File: src/rtl/decode_pkg.sv
// decode_pkg -- shared types and constants for the decode queue.
//   insn_class_e : instruction format class carried with every queue entry
//   OP_*         : RV32 major opcodes (insn[6:0]) recognised by the classifier
//   decq_entry_t : one stored queue entry (insn, pc, immediate, class)
//   sext12       : sign-extend a 12-bit immediate field to DECQ_XLEN
package decode_pkg;

  // The instruction encodings are RV32, so entry fields are fixed at 32 bits.
  localparam int DECQ_XLEN = 32;

  typedef enum logic [2:0] {
    CLASS_R       = 3'd0,
    CLASS_I       = 3'd1,
    CLASS_S       = 3'd2,
    CLASS_B       = 3'd3,
    CLASS_U       = 3'd4,
    CLASS_J       = 3'd5,
    CLASS_ILLEGAL = 3'd7
  } insn_class_e;

  localparam logic [6:0] OP_REG    = 7'b0110011;
  localparam logic [6:0] OP_IMM    = 7'b0010011;
  localparam logic [6:0] OP_LOAD   = 7'b0000011;
  localparam logic [6:0] OP_JALR   = 7'b1100111;
  localparam logic [6:0] OP_STORE  = 7'b0100011;
  localparam logic [6:0] OP_BRANCH = 7'b1100011;
  localparam logic [6:0] OP_LUI    = 7'b0110111;
  localparam logic [6:0] OP_AUIPC  = 7'b0010111;
  localparam logic [6:0] OP_JAL    = 7'b1101111;

  typedef struct packed {
    logic [DECQ_XLEN-1:0] insn;
    logic [DECQ_XLEN-1:0] pc;
    logic [DECQ_XLEN-1:0] imm;
    insn_class_e          insn_class;
  } decq_entry_t;

  function automatic logic [DECQ_XLEN-1:0] sext12(input logic [11:0] v);
    return {{(DECQ_XLEN-12){v[11]}}, v};
  endfunction

endpackage

File: src/rtl/decq_imm_decode.sv
// decq_imm_decode -- purely combinational instruction classifier.
//   insn       : raw 32-bit instruction
//   insn_class : format class (R/I/S/B/U/J, 7 = illegal opcode)
//   imm        : sign-extended immediate for that format (0 for R and illegal)
module decq_imm_decode
  import decode_pkg::*;
(
  input  logic [DECQ_XLEN-1:0] insn,
  output logic [2:0]           insn_class,
  output logic [DECQ_XLEN-1:0] imm
);

  always_comb begin
    insn_class = CLASS_ILLEGAL;
    imm        = '0;
    case (insn[6:0])
      OP_REG: begin
        insn_class = CLASS_R;
      end
      OP_IMM, OP_LOAD, OP_JALR: begin
        insn_class = CLASS_I;
        imm        = sext12(insn[31:20]);
      end
      OP_STORE: begin
        insn_class = CLASS_S;
        imm        = sext12({insn[31:25], insn[11:7]});
      end
      OP_BRANCH: begin
        // 13-bit byte offset, bit 0 implicitly zero
        insn_class = CLASS_B;
        imm        = {{(DECQ_XLEN-12){insn[31]}}, insn[7], insn[30:25], insn[11:8], 1'b0};
      end
      OP_LUI, OP_AUIPC: begin
        insn_class = CLASS_U;
        imm        = {insn[31:12], 12'b0};
      end
      OP_JAL: begin
        // 21-bit byte offset, bit 0 implicitly zero
        insn_class = CLASS_J;
        imm        = {{(DECQ_XLEN-20){insn[31]}}, insn[19:12], insn[20], insn[30:21], 1'b0};
      end
      default: begin
        insn_class = CLASS_ILLEGAL;
        imm        = '0;
      end
    endcase
  end

endmodule

File: src/rtl/decode_queue.sv
// decode_queue -- instruction buffer between fetch and rename.
// Each (insn, pc) accepted from fetch is classified and its immediate built
// on the way in; the decoded entry is held in a circular FIFO whose head is
// presented to rename. A flush empties the queue at the next edge.
//
// Ports:
//   clk, rst_n               : clock (rising edge), asynchronous active-low reset
//   flush                    : discard every entry; overrides both handshakes
//   in_valid/in_ready        : fetch handshake, in_insn / in_pc payload
//   out_valid/out_ready      : rename handshake on the head entry
//   out_insn/out_pc/out_imm  : head entry fields (0 when empty)
//   out_class                : head entry format class (0 when empty)
//   count                    : number of occupied entries
//
// Build option: define DECODE_QUEUE_BYPASS_EN to let an instruction offered
// to an empty queue pass straight to rename in the same cycle when rename is
// ready; it is then never written to storage.
//
// XLEN must stay 32: the opcode/immediate layout is the RV32 one.
module decode_queue
  import decode_pkg::*;
#(
  parameter int DEPTH = 4,
  parameter int XLEN  = 32
) (
  input  logic                     clk,
  input  logic                     rst_n,
  input  logic                     flush,
  input  logic                     in_valid,
  output logic                     in_ready,
  input  logic [XLEN-1:0]          in_insn,
  input  logic [XLEN-1:0]          in_pc,
  output logic                     out_valid,
  input  logic                     out_ready,
  output logic [XLEN-1:0]          out_insn,
  output logic [XLEN-1:0]          out_pc,
  output logic [XLEN-1:0]          out_imm,
  output logic [2:0]               out_class,
  output logic [$clog2(DEPTH):0]   count
);

  localparam int AW = $clog2(DEPTH);
  localparam logic [AW:0] PTR_ONE = {{AW{1'b0}}, 1'b1};

  // Pointers carry one extra wrap bit so full and empty are distinguishable.
  logic [AW:0]   wr_ptr_reg, wr_ptr_next;
  logic [AW:0]   rd_ptr_reg, rd_ptr_next;
  logic [AW-1:0] wr_idx, rd_idx;
  logic          empty, full;
  logic          enq, deq, bypass;

  logic [2:0]      dec_class;
  logic [XLEN-1:0] dec_imm;
  decq_entry_t     wr_entry;
  decq_entry_t     head_entry;
  decq_entry_t     mem [DEPTH];

  decq_imm_decode u_imm_decode (
    .insn       (in_insn),
    .insn_class (dec_class),
    .imm        (dec_imm)
  );

  assign wr_idx = wr_ptr_reg[AW-1:0];
  assign rd_idx = rd_ptr_reg[AW-1:0];
  assign empty  = (wr_ptr_reg == rd_ptr_reg);
  assign full   = (wr_idx == rd_idx) && (wr_ptr_reg[AW] != rd_ptr_reg[AW]);
  assign count  = wr_ptr_reg - rd_ptr_reg;

  // Acceptance never looks at out_ready: a full queue refuses even when the
  // head is leaving in the same cycle.
  assign in_ready = !full && !flush;

`ifdef DECODE_QUEUE_BYPASS_EN
  assign bypass = empty && !flush && in_valid && out_ready;
`else
  assign bypass = 1'b0;
`endif

  // A bypassed instruction goes straight to rename and never touches storage.
  assign enq = in_valid && in_ready && !bypass;
  assign deq = !empty && out_ready;

  assign wr_entry.insn       = in_insn;
  assign wr_entry.pc         = in_pc;
  assign wr_entry.imm        = dec_imm;
  assign wr_entry.insn_class = insn_class_e'(dec_class);

  always_comb begin
    wr_ptr_next = wr_ptr_reg;
    rd_ptr_next = rd_ptr_reg;
    if (flush) begin
      wr_ptr_next = '0;
      rd_ptr_next = '0;
    end else begin
      if (enq) wr_ptr_next = wr_ptr_reg + PTR_ONE;
      if (deq) rd_ptr_next = rd_ptr_reg + PTR_ONE;
    end
  end

  always_ff @(posedge clk or negedge rst_n) begin
    if (!rst_n) begin
      wr_ptr_reg <= '0;
      rd_ptr_reg <= '0;
    end else begin
      wr_ptr_reg <= wr_ptr_next;
      rd_ptr_reg <= rd_ptr_next;
    end
  end

  // Entry storage needs no reset: nothing is visible unless the pointers say
  // the slot is occupied.
  always_ff @(posedge clk) begin
    if (enq) mem[wr_idx] <= wr_entry;
  end

  assign head_entry = mem[rd_idx];

  always_comb begin
    out_valid = !empty;
    out_insn  = '0;
    out_pc    = '0;
    out_imm   = '0;
    out_class = '0;
    if (!empty) begin
      out_insn  = head_entry.insn;
      out_pc    = head_entry.pc;
      out_imm   = head_entry.imm;
      out_class = head_entry.insn_class;
    end
`ifdef DECODE_QUEUE_BYPASS_EN
    if (bypass) begin
      out_valid = 1'b1;
      out_insn  = in_insn;
      out_pc    = in_pc;
      out_imm   = dec_imm;
      out_class = dec_class;
    end
`endif
  end

endmodule

File: config.mk
export PLATFORM = sky130hd
export DESIGN_NAME = decode_queue
export DESIGN_NICKNAME = d
export VERILOG_FILES = /design/src/rtl/decode_pkg.sv /design/src/rtl/decq_imm_decode.sv /design/src/rtl/decode_queue.sv
export SDC_FILE = /design/constraint.sdc
export NUM_CORES = 1
export LEC_CHECK = 0
export BUFFER_PORTS_ARGS = -buffer_cell sky130_fd_sc_hd__buf_2
export CORE_ASPECT_RATIO = 2
export CORE_MARGIN = 2
export CORE_UTILIZATION = 58
export DETAILED_ROUTE_END_ITERATION = 16
export PLACE_DENSITY = 0.8
export SYNTH_ARGS = -nofsm -noshare
export SYNTH_HDL_FRONTEND = slang
export SYNTH_SLANG_ARGS = --single-unit
export TNS_END_PERCENT = 1
File: constraint.sdc
create_clock -name clk -period 5.2 [get_ports clk]
set_clock_uncertainty 0.2 [all_clocks]
set_input_delay 0.26 -clock clk [delete_from_list [all_inputs] [get_ports clk]]
set_output_delay 0.26 -clock clk [all_outputs]
set_load 0.01 [all_outputs]
==> results of run 1 <==
-- layer usage --
layer	share of wire (%)	routed length, um
met1	41	12800
met2	51	16000
met3	5.4	1680
met4	2.0	615
met5	0	0
-- where the power goes --
group | switching (W) | total, W | internal (W)
Clock | 0.00107 | 0.00235 | 0.00129
Combinational | 0.000623 | 0.00123 | 0.000603
Sequential | 0.0000768 | 0.00372 | 0.00365
-- path summary, 6_finish.rpt --
| check | from | to | cells past startpoint |
|---|---|---|---|
| max | rd_ptr_reg[0] | out_imm[12] | 5 |
| max reg2reg | rd_ptr_reg[0] | mem[0][38] | 5 |
| min in group asynchronous | rst_n | wr_ptr_reg[1] | 3 |
| min | in_pc[24] | mem[2][59] | 2 |
| min reg2reg | wr_ptr_reg[0] | wr_ptr_reg[0] | 2 |
| max in group asynchronous | rst_n | rd_ptr_reg[1] | 3 |
-- per-stage QoR --
stage                     instances  hold slack (ps)  setup WS [ps]  utilization, %
after floorplan                 757             -236            657               -
after global placement         1249             -104           1530            63.0
after detailed placement       1249            -98.0           1460            63.0
after CTS                      1377              211           1310            69.3
after global routing           1377              237           1140            69.3
final                          1377              243           1410            69.3
-- cell families (layout without fill, tap and decap cells) --
logic type,after synthesis,after routing,synth area share [%]
XOR/XNOR,2,2,0.156
adder cells (fa/ha/maj),8,8,0.671
buffers and inverters,48,316,1.71
AO/OA/AOI/OAI,46,46,2.54
multiplexers,102,102,14.1
flip-flops,402,402,75.1
AND/OR/NAND/NOR,149,149,5.74
-- layout by cell type, fill, tap and decap left out, drive strengths merged, types with 5 or more instances in the layout --
cell type	netlist	layout
and2	102	102
and3	5	5
buf	25	180
clkbuf	15	33
clkinv	0	18
dfrtp	6	6
dlygate4sd3	0	70
edfxtp	396	396
ha	7	7
inv	8	9
mux4	99	99
nand2	6	6
nor2	8	8
nor2b	10	10
o2bb2ai	20	20
-- worst max-delay path: cells and delay by family (launching register included) --
family	cells	cell delay (ps)
buf+inv	1	150
fa+ha+maj	1	410
flops	1	1010
simple gates	3	1160
-- layout make-up --
type,instances,area [um2]
Inverter,8,30.0
Tap cell,352,440
Sequential cell,402,12000
Fill cell,1727,8400
Clock inverter,25,224
Multi-Input combinational cell,307,3750
Clock buffer,33,783
Timing Repair Buffer,250,1660
==> run metrics, run 1 <==
status=finished, final reports clean; PostCTS Resize Cnt=0; CTS HTree Levels=1; Final Hold Viols=0; Cell Rows=86; CP max-delay cell=dfrtp_4; core box area=27300 um2; Max Cap Viol=0; PD cells=386 nW/um2; vias in the first global route=8411; Ys Warns=0; number of buffers added for setup after CTS=0; largest net degree at the start of global routing=101; Post-Syn Instances=757; clk_lat worst skew=570 ps; Cell variety after synth=51; hold buffers post-CTS=70; synthesis-stage register bit count=402; CP peak stage delay=1010 ps; Area growth syn-to-layout=18.1%; period utilization=72.9%; initial antenna violation count=0; Clk Tree Root Cell=clkbuf_16; worst-path cell chain=ha_1, and2_1, nand2_4, and2_1, buf_2; Tightest Hold Check Type=input pin to flop; WP data required=4740 ps; Worst Path Arrival=3330 ps; CTS tree=done; Max Root-Sink Buffers=3; crit path launch type=flop; Chip Width=122 um; number of flip-flops in the largest register=396; IO Pins=173; met1 GRT Util=30.4%; Vias/cell=5.86; fin area=18900 um2; Total Die Area=29100 um2; R2R setup slack=1530 ps; leading area contributor after synthesis=edfxtp_1; overall power=0.00730 W; Net Count, Synth=834; Crit Path Class=flop to output port; layout cells sized above 1=33.1%; cell with the most instances after synthesis=edfxtp_1; post-synthesis sequential area ratio=75.1%; synth top area cells=edfxtp_1 (74%), mux4_2 (14%), and2_1 (4.0%); vias=8075; clock tree sinks=402; Slew @ Worst Pin=960 ps; fmax=264 MHz; ant diodes=0; chip height=239 um; setup TNS=0 ps; number of flops mapped to enable cells by yosys=396; met2 GRT Util=36.4%; post-synth top area share=74.1%; Mean Syn Cell Area=21.2 um2; GR Util met3=2.62%; Post-DRT Antenna Nets=0; total track usage=21.7%; first-pass GRT wire length=47700 um; nets@finish=1077; Num CTS Buffers=31; Initial Util=58.7%; Reg clk slew, reported paths=70 ps; DP Wirelength=17600 um; dominant synthesized flop cell=edfxtp_1; Critical Path Most Common Cell=and2_1; RSZ-0062 raised after global routing=false; Post-Syn Area=16000 um2; Slew HR=36.0%; Slew Viols, Final=0; Pre-antenna DRT Iters=5; Routed WL per cell=22.6 um; critical path peak fanout=100; Initial DRC Count=676; Synth async-reset ratio=1.49%; placed cell area=17200 um2; leakage power=6.35 nW; PortBufs=172; fin crit period=3790 ps; DR DRC count=0; gr ovfl total=0; Total Wirelength=31100 um; Max VDD drop=0.336 mV; Most Used Layer, Global Route=met2; top post-synthesis cells by count=edfxtp_1 (396), and2_1 (102), mux4_2 (99); Setup crit end kind=output port; global placer's final weighted congestion=0.749; Setup-failing EPs final=0
Note: power is estimated with default switching activity, not from simulation.
==> inputs of run 2 (changes only) <==
==> constraint.sdc (replaced) <==
create_clock -name clk -period 3.5 [get_ports clk]
set_clock_uncertainty 0.2 [all_clocks]
set_input_delay 0.175 -clock clk [delete_from_list [all_inputs] [get_ports clk]]
set_output_delay 0.175 -clock clk [all_outputs]
set_load 0.01 [all_outputs]
==> run metrics, run 2 (synthesis results as in run 1) <==
status=finished, final reports clean; Tightest Hold Check Type=input pin to flop; net switching power=0.00264 W (+50%); initial antenna violation count=1 (+1); CTS HTree Levels=2 (+1); Reg clk slew, reported paths=70 ps (about the same); PostCTS Resize Cnt=0 (unchanged); Clk Tree Root Cell=clkbuf_16; total track usage=22.2% (+0.47 points); vias in the first global route=8626 (+2.6%); fmax=326 MHz; WP data required=3120 ps (-1620 ps); first-pass GRT wire length=48300 um (+1.4%); leakage power=6.44 nW (+1.4%); critical path peak fanout=36 (-64%); Seq pwr share=49.3% (-1.7 points); Setup crit end=out_insn[13]; Max VDD drop=0.543 mV (+62%); Total Wirelength=31100 um (+0.14%); Vias/cell=5.87 (about the same); layout cells sized above 1=33.4% (+0.29 points); RSZ-0062 raised after global routing=false; fin crit period=3070 ps; setup TNS=0 ps (unchanged); Cell Rows=86 (unchanged); clock tree sinks=402 (unchanged); Worst Setup SP=wr_ptr_reg[0]; internal power=0.00842 W (+52%); largest net degree at the start of global routing=103 (+2.0%); gr ovfl total=0 (unchanged); Reg2Reg Depth=6 (+1); Setup crit end kind=output port; Chip Width=122 um (unchanged); Slew HR=39.1% (+3.1 points); crit path launch type=flop; Area growth syn-to-layout=19.3%; FILL cells=1677 (-2.9%); Total Die Area=29100 um2 (unchanged); chip height=239 um (unchanged); Slew @ Worst Pin=912 ps (-48.0 ps); period utilization=87.6%; Logic pwr share=17.5% (+0.7 points); CTS tree=done; Post-DRT Antenna Nets=0 (unchanged); PD cells=578 nW/um2 (+50%); Slew Viols, Final=0 (unchanged); core box area=27300 um2 (unchanged); Setup-failing EPs final=0 (unchanged); nets@finish=1087 (+0.93%); vias=8139 (+0.79%); PortBufs=172 (unchanged); Worst Path Arrival=2690 ps (-640 ps); Final Hold Viols=0 (unchanged); R2R setup slack=810 ps (-720 ps); DR DRC count=0 (unchanged); Routed WL per cell=22.5 um (-0.59%); area occupied by multi-input gates=3750 um2 (unchanged); Initial Util=58.7% (unchanged); Max Root-Sink Buffers=3 (unchanged); FF/Latch Area=12000 um2 (unchanged); Pre-antenna DRT Iters=7 (+2); DP Cell Count=1256 (+0.56%); sw frac=23.9% (-0.28 points); most frequent cells in the layout=edfxtp_1 (396), buf_2 (172), and2_1 (102), mux4_2 (99), dlygate4sd3_1 (70); DP Wirelength=17800 um (+1.4%); Clock power frac=33.2% (+1.0 points); number of flip-flops in the largest register=396 (unchanged); worst reg2reg startpoint=wr_ptr_reg[0]; placed cell area=17400 um2 (+0.74%); clk_lat worst skew=510 ps (-60 ps); Crit Path Class=flop to output port; Worst R2R End=mem[1][19]; Num CTS Buffers=34 (+9.7%); Max Cap Viol=0 (unchanged); Cell Count, Final, Fillers Out=1387 (+0.73%); global placer's final weighted congestion=0.773 (+3.2%); Initial DRC Count=639 (-5.5%); most common cell after layout, fill and taps aside=edfxtp_1; IO Pins=173 (unchanged); fin area=19100 um2 (+1.1%)
-- run 2: worst min path at each step --
stage	slack, ps	depth (start not counted)	startpoint	to
detailed placement	-180	1	rst_n	rd_ptr_reg[2]
global route	200	2	in_pc[13]	mem[3][48]
finish	210	2	in_pc[13]	mem[3][48]
global placement	-190	1	rst_n	rd_ptr_reg[2]
CTS	190	2	in_pc[13]	mem[3][48]
floorplan	-320	0	rst_n	rd_ptr_reg[0]
-- run 2: final cells by class --
class	instances	share of cell area (%)
antenna	1	0.0131
timing repair buffer	257	9.34
clock buffer	48	5.05
clock inverter	12	0.575
inverter	8	0.157
sequential	402	63.0
tap	352	2.30
multi-input combinational	307	19.6
-- run 2: routing by layer --
metal	up-vias	routed length, um	part of all wire, %	global-route usage, %
met5	-	0	0	0
met4	0	602	1.9	6.48
met3	42	1930	6.2	3.55
met2	308	16200	52	36.7
met1	4187	12400	40	31.0
li1	3602	-	-	-
-- run 2: repair_timing --
item                                   CTS  global route
setup endpoints to repair                0             0
setup buffers                            0             0
hold buffers                            70             0
endpoints found under the hold margin  390             0
-- run 2: critical path, cell delays in order (launching register included) --
cell     delay (ps)
dfrtp_1         400
inv_1           120
ha_1            360
and2_1          230
nand2_4         310
buf_4           370
and2_1          220
buf_2           140
-- run 2: per-stage QoR --
stage	setup slack [ps]	hold slack (ps)	util (%)	total power (W)
2_1_floorplan	-1040	-321	-	0.00681
3_3_place_gp	921	-193	63.5	0.00743
3_5_place_dp	848	-184	63.5	0.00745
4_1_cts	394	188	70.0	0.0112
5_1_grt	272	202	70.0	0.0115
6_report	435	212	70.0	0.0111
-- run 2: power by group through the flow --
stage                     clock network (W)  registers [W]  logic (W)
after floorplan                           0        0.00555    0.00126
after global placement                    0        0.00555    0.00188
after detailed placement                  0        0.00556    0.00190
after CTS                           0.00374        0.00545    0.00197
after global routing                0.00392        0.00546    0.00211
final                               0.00367        0.00545    0.00193
==> inputs of run 3 (changes only) <==
--- a/config.mk
+++ b/config.mk
@@ -8,9 +8,9 @@
 export BUFFER_PORTS_ARGS = -buffer_cell sky130_fd_sc_hd__buf_2
 export CORE_ASPECT_RATIO = 2
 export CORE_MARGIN = 2
-export CORE_UTILIZATION = 58
+export CORE_UTILIZATION = 63
 export DETAILED_ROUTE_END_ITERATION = 16
-export PLACE_DENSITY = 0.8
+export PLACE_DENSITY = 0.86
 export SYNTH_ARGS = -nofsm -noshare
 export SYNTH_HDL_FRONTEND = slang
 export SYNTH_SLANG_ARGS = --single-unit
==> constraint.sdc (replaced) <==
create_clock -name clk -period 3.7 [get_ports clk]
set_clock_uncertainty 0.2 [all_clocks]
set_input_delay 0.185 -clock clk [delete_from_list [all_inputs] [get_ports clk]]
set_output_delay 0.185 -clock clk [all_outputs]
set_load 0.01 [all_outputs]
==> run metrics, run 3 (synthesis results as in run 1) <==
clk_lat worst skew=490 ps (-20 ps); total track usage=25.1% (+2.9 points); fmax=326 MHz; Total Wirelength=32800 um (+5.4%); Max Root-Sink Buffers=3 (unchanged); vias in the first global route=8793 (+1.9%); chip height=230 um (-4.0%); global placer's final weighted congestion=0.800 (+3.5%); core box area=25000 um2 (-8.4%); most common cell after layout, fill and taps aside=edfxtp_1; Post-DRT Antenna Nets=0 (unchanged); Slew @ Worst Pin=865 ps (-47.7 ps); Area growth syn-to-layout=18.6%; Max VDD drop=0.404 mV (-26%); Setup crit end kind=output port; Clk Tree Root Cell=clkbuf_16; nets@finish=1084 (-0.28%); placed cell area=17300 um2 (-0.46%); Worst Hold Depth=2 (unchanged); ant diodes=0 (-1); IO Pins=173 (unchanged); status=finished, final reports clean; crit path launch type=flop; Slew HR=42.3% (+3.2 points); PD cells=549 nW/um2 (-5.0%); Worst Path Arrival=2690 ps (about the same); R2R setup slack=920 ps (+110 ps); worst-path cell chain=inv_1, ha_1, and2_1, nand2_4, and2_1, buf_2; DR DRC count=0 (unchanged); Cell Rows=82 (-4.7%); most frequent cells in the layout=edfxtp_1 (396), buf_2 (172), and2_1 (102), mux4_2 (99), dlygate4sd3_1 (70); Crit Path Class=flop to output port; worst reg2reg startpoint=wr_ptr_reg[0]; Slew Viols, Final=0 (unchanged); CTS tree=done; Max Cap Viol=0 (unchanged); RSZ-0062 raised after global routing=false; fin crit period=3070 ps; clock tree sinks=402 (unchanged); DP Cell Count=1237 (-1.5%); Chip Width=117 um (-3.9%); gr ovfl total=0 (unchanged); Tightest Hold Check Type=input pin to flop; Final Hold Viols=0 (unchanged); critical path peak fanout=100 (+180%); Reg clk slew, reported paths=70 ps (about the same); first-pass GRT wire length=49300 um (+2.0%); Vias/cell=6.02 (+2.6%); overall power=0.0105 W (-5.5%); PortBufs=172 (unchanged); number of flip-flops in the largest register=396 (unchanged); DP Wirelength=17900 um (+0.43%); Initial DRC Count=656 (+2.7%); Routed WL per cell=24.0 um (+6.9%); Cell Count, Final, Fillers Out=1367 (-1.4%); vias=8229 (+1.1%); Setup-failing EPs final=0 (unchanged); PostCTS Resize Cnt=0 (unchanged); Core Util, Final=76.0% (+6.0 points); layout cells sized above 1=32.8% (-0.58 points); Initial Util=64.1% (+5.4 points); Reg2Reg Depth=6 (unchanged); CTS HTree Levels=2 (unchanged); Critical Path Most Common Cell=and2_1; Num CTS Buffers=34 (unchanged); WP data required=3310 ps (+190 ps); Hold Path Sink=mem[3][66]; Pre-antenna DRT Iters=5 (-2); period utilization=83.0%; Hold Crit Start=in_pc[31]; leakage power=6.40 nW (-0.56%); fin area=19000 um2 (-0.55%); CP peak stage delay=640 ps (+240 ps); number of buffers added for setup after CTS=0 (unchanged); CP max-delay cell=nand2_4; initial antenna violation count=0 (-1); largest net degree at the start of global routing=103 (unchanged); Total Die Area=26800 um2 (-7.7%); setup TNS=0 ps (unchanged); Worst R2R End=mem[2][38]
run 3: cell count changes in the layout (fill, tap and decap cells not counted), moves of 2 or more:
cell       change
clkinv_1       +3
clkinv_2       -2
buf_12         -3
clkbuf_16      -2
run 3: layer usage:
| layer | share of wire [%] | vias up | global-route usage (%) |
|---|---|---|---|
| met5 | 0 | - | 0 |
| met1 | 35 | 4256 | 30.3 |
| met4 | 3.9 | 0 | 10.3 |
| li1 | - | 3588 | - |
| met3 | 5.0 | 68 | 3.20 |
| met2 | 56 | 317 | 44.8 |
run 3: repair_timing:
item / 4_1_cts / 5_1_grt
hold endpoints to repair: 380 / 0
hold buffers: 70 / 0
endpoints found under the setup margin: 0 / 0
run 3: worst max path at each step:
stage | startpoint | cells after the start | slack (ps) | to
6_report | wr_ptr_reg[0] | 6 | 630 | out_imm[13]
4_1_cts | wr_ptr_reg[0] | 6 | 620 | out_insn[27]
2_1_floorplan | rd_ptr_reg[1] | 7 | -840 | mem[2][0]
5_1_grt | wr_ptr_reg[0] | 6 | 450 | out_imm[13]
3_3_place_gp | wr_ptr_reg[0] | 6 | 1010 | mem[2][86]
3_5_place_dp | wr_ptr_reg[0] | 6 | 940 | mem[2][38]
run 3: critical path: cells and delay by family (launching register included):
kind / cells / cell delay [ps]
flip-flops: 1 / 400
adder cells (fa/ha/maj): 1 / 360
AND/OR/NAND/NOR: 3 / 1140
buffers and inverters: 2 / 260
run 3: cell type report:
class	instances	area, um2
Clock buffer	47	921
Inverter	8	30.0
Multi-Input combinational cell	307	3750
Sequential cell	402	12000
Clock inverter	13	134
Fill cell	1391	6010
Timing Repair Buffer	254	1730
Tap cell	336	420
run 3: per-stage QoR:
stage	setup slack, ps	hold WS (ps)
after floorplan	-843	-311
after global placement	1010	-177
after detailed placement	937	-177
after CTS	622	200
after global routing	453	225
final	628	222
run 3: where the power goes:
part           switching, W  internal (W)  leakage [nW]
Clock               0.00151       0.00195         0.509
Sequential        0.0000340       0.00513          3.61
Combinational      0.000973      0.000861          2.28
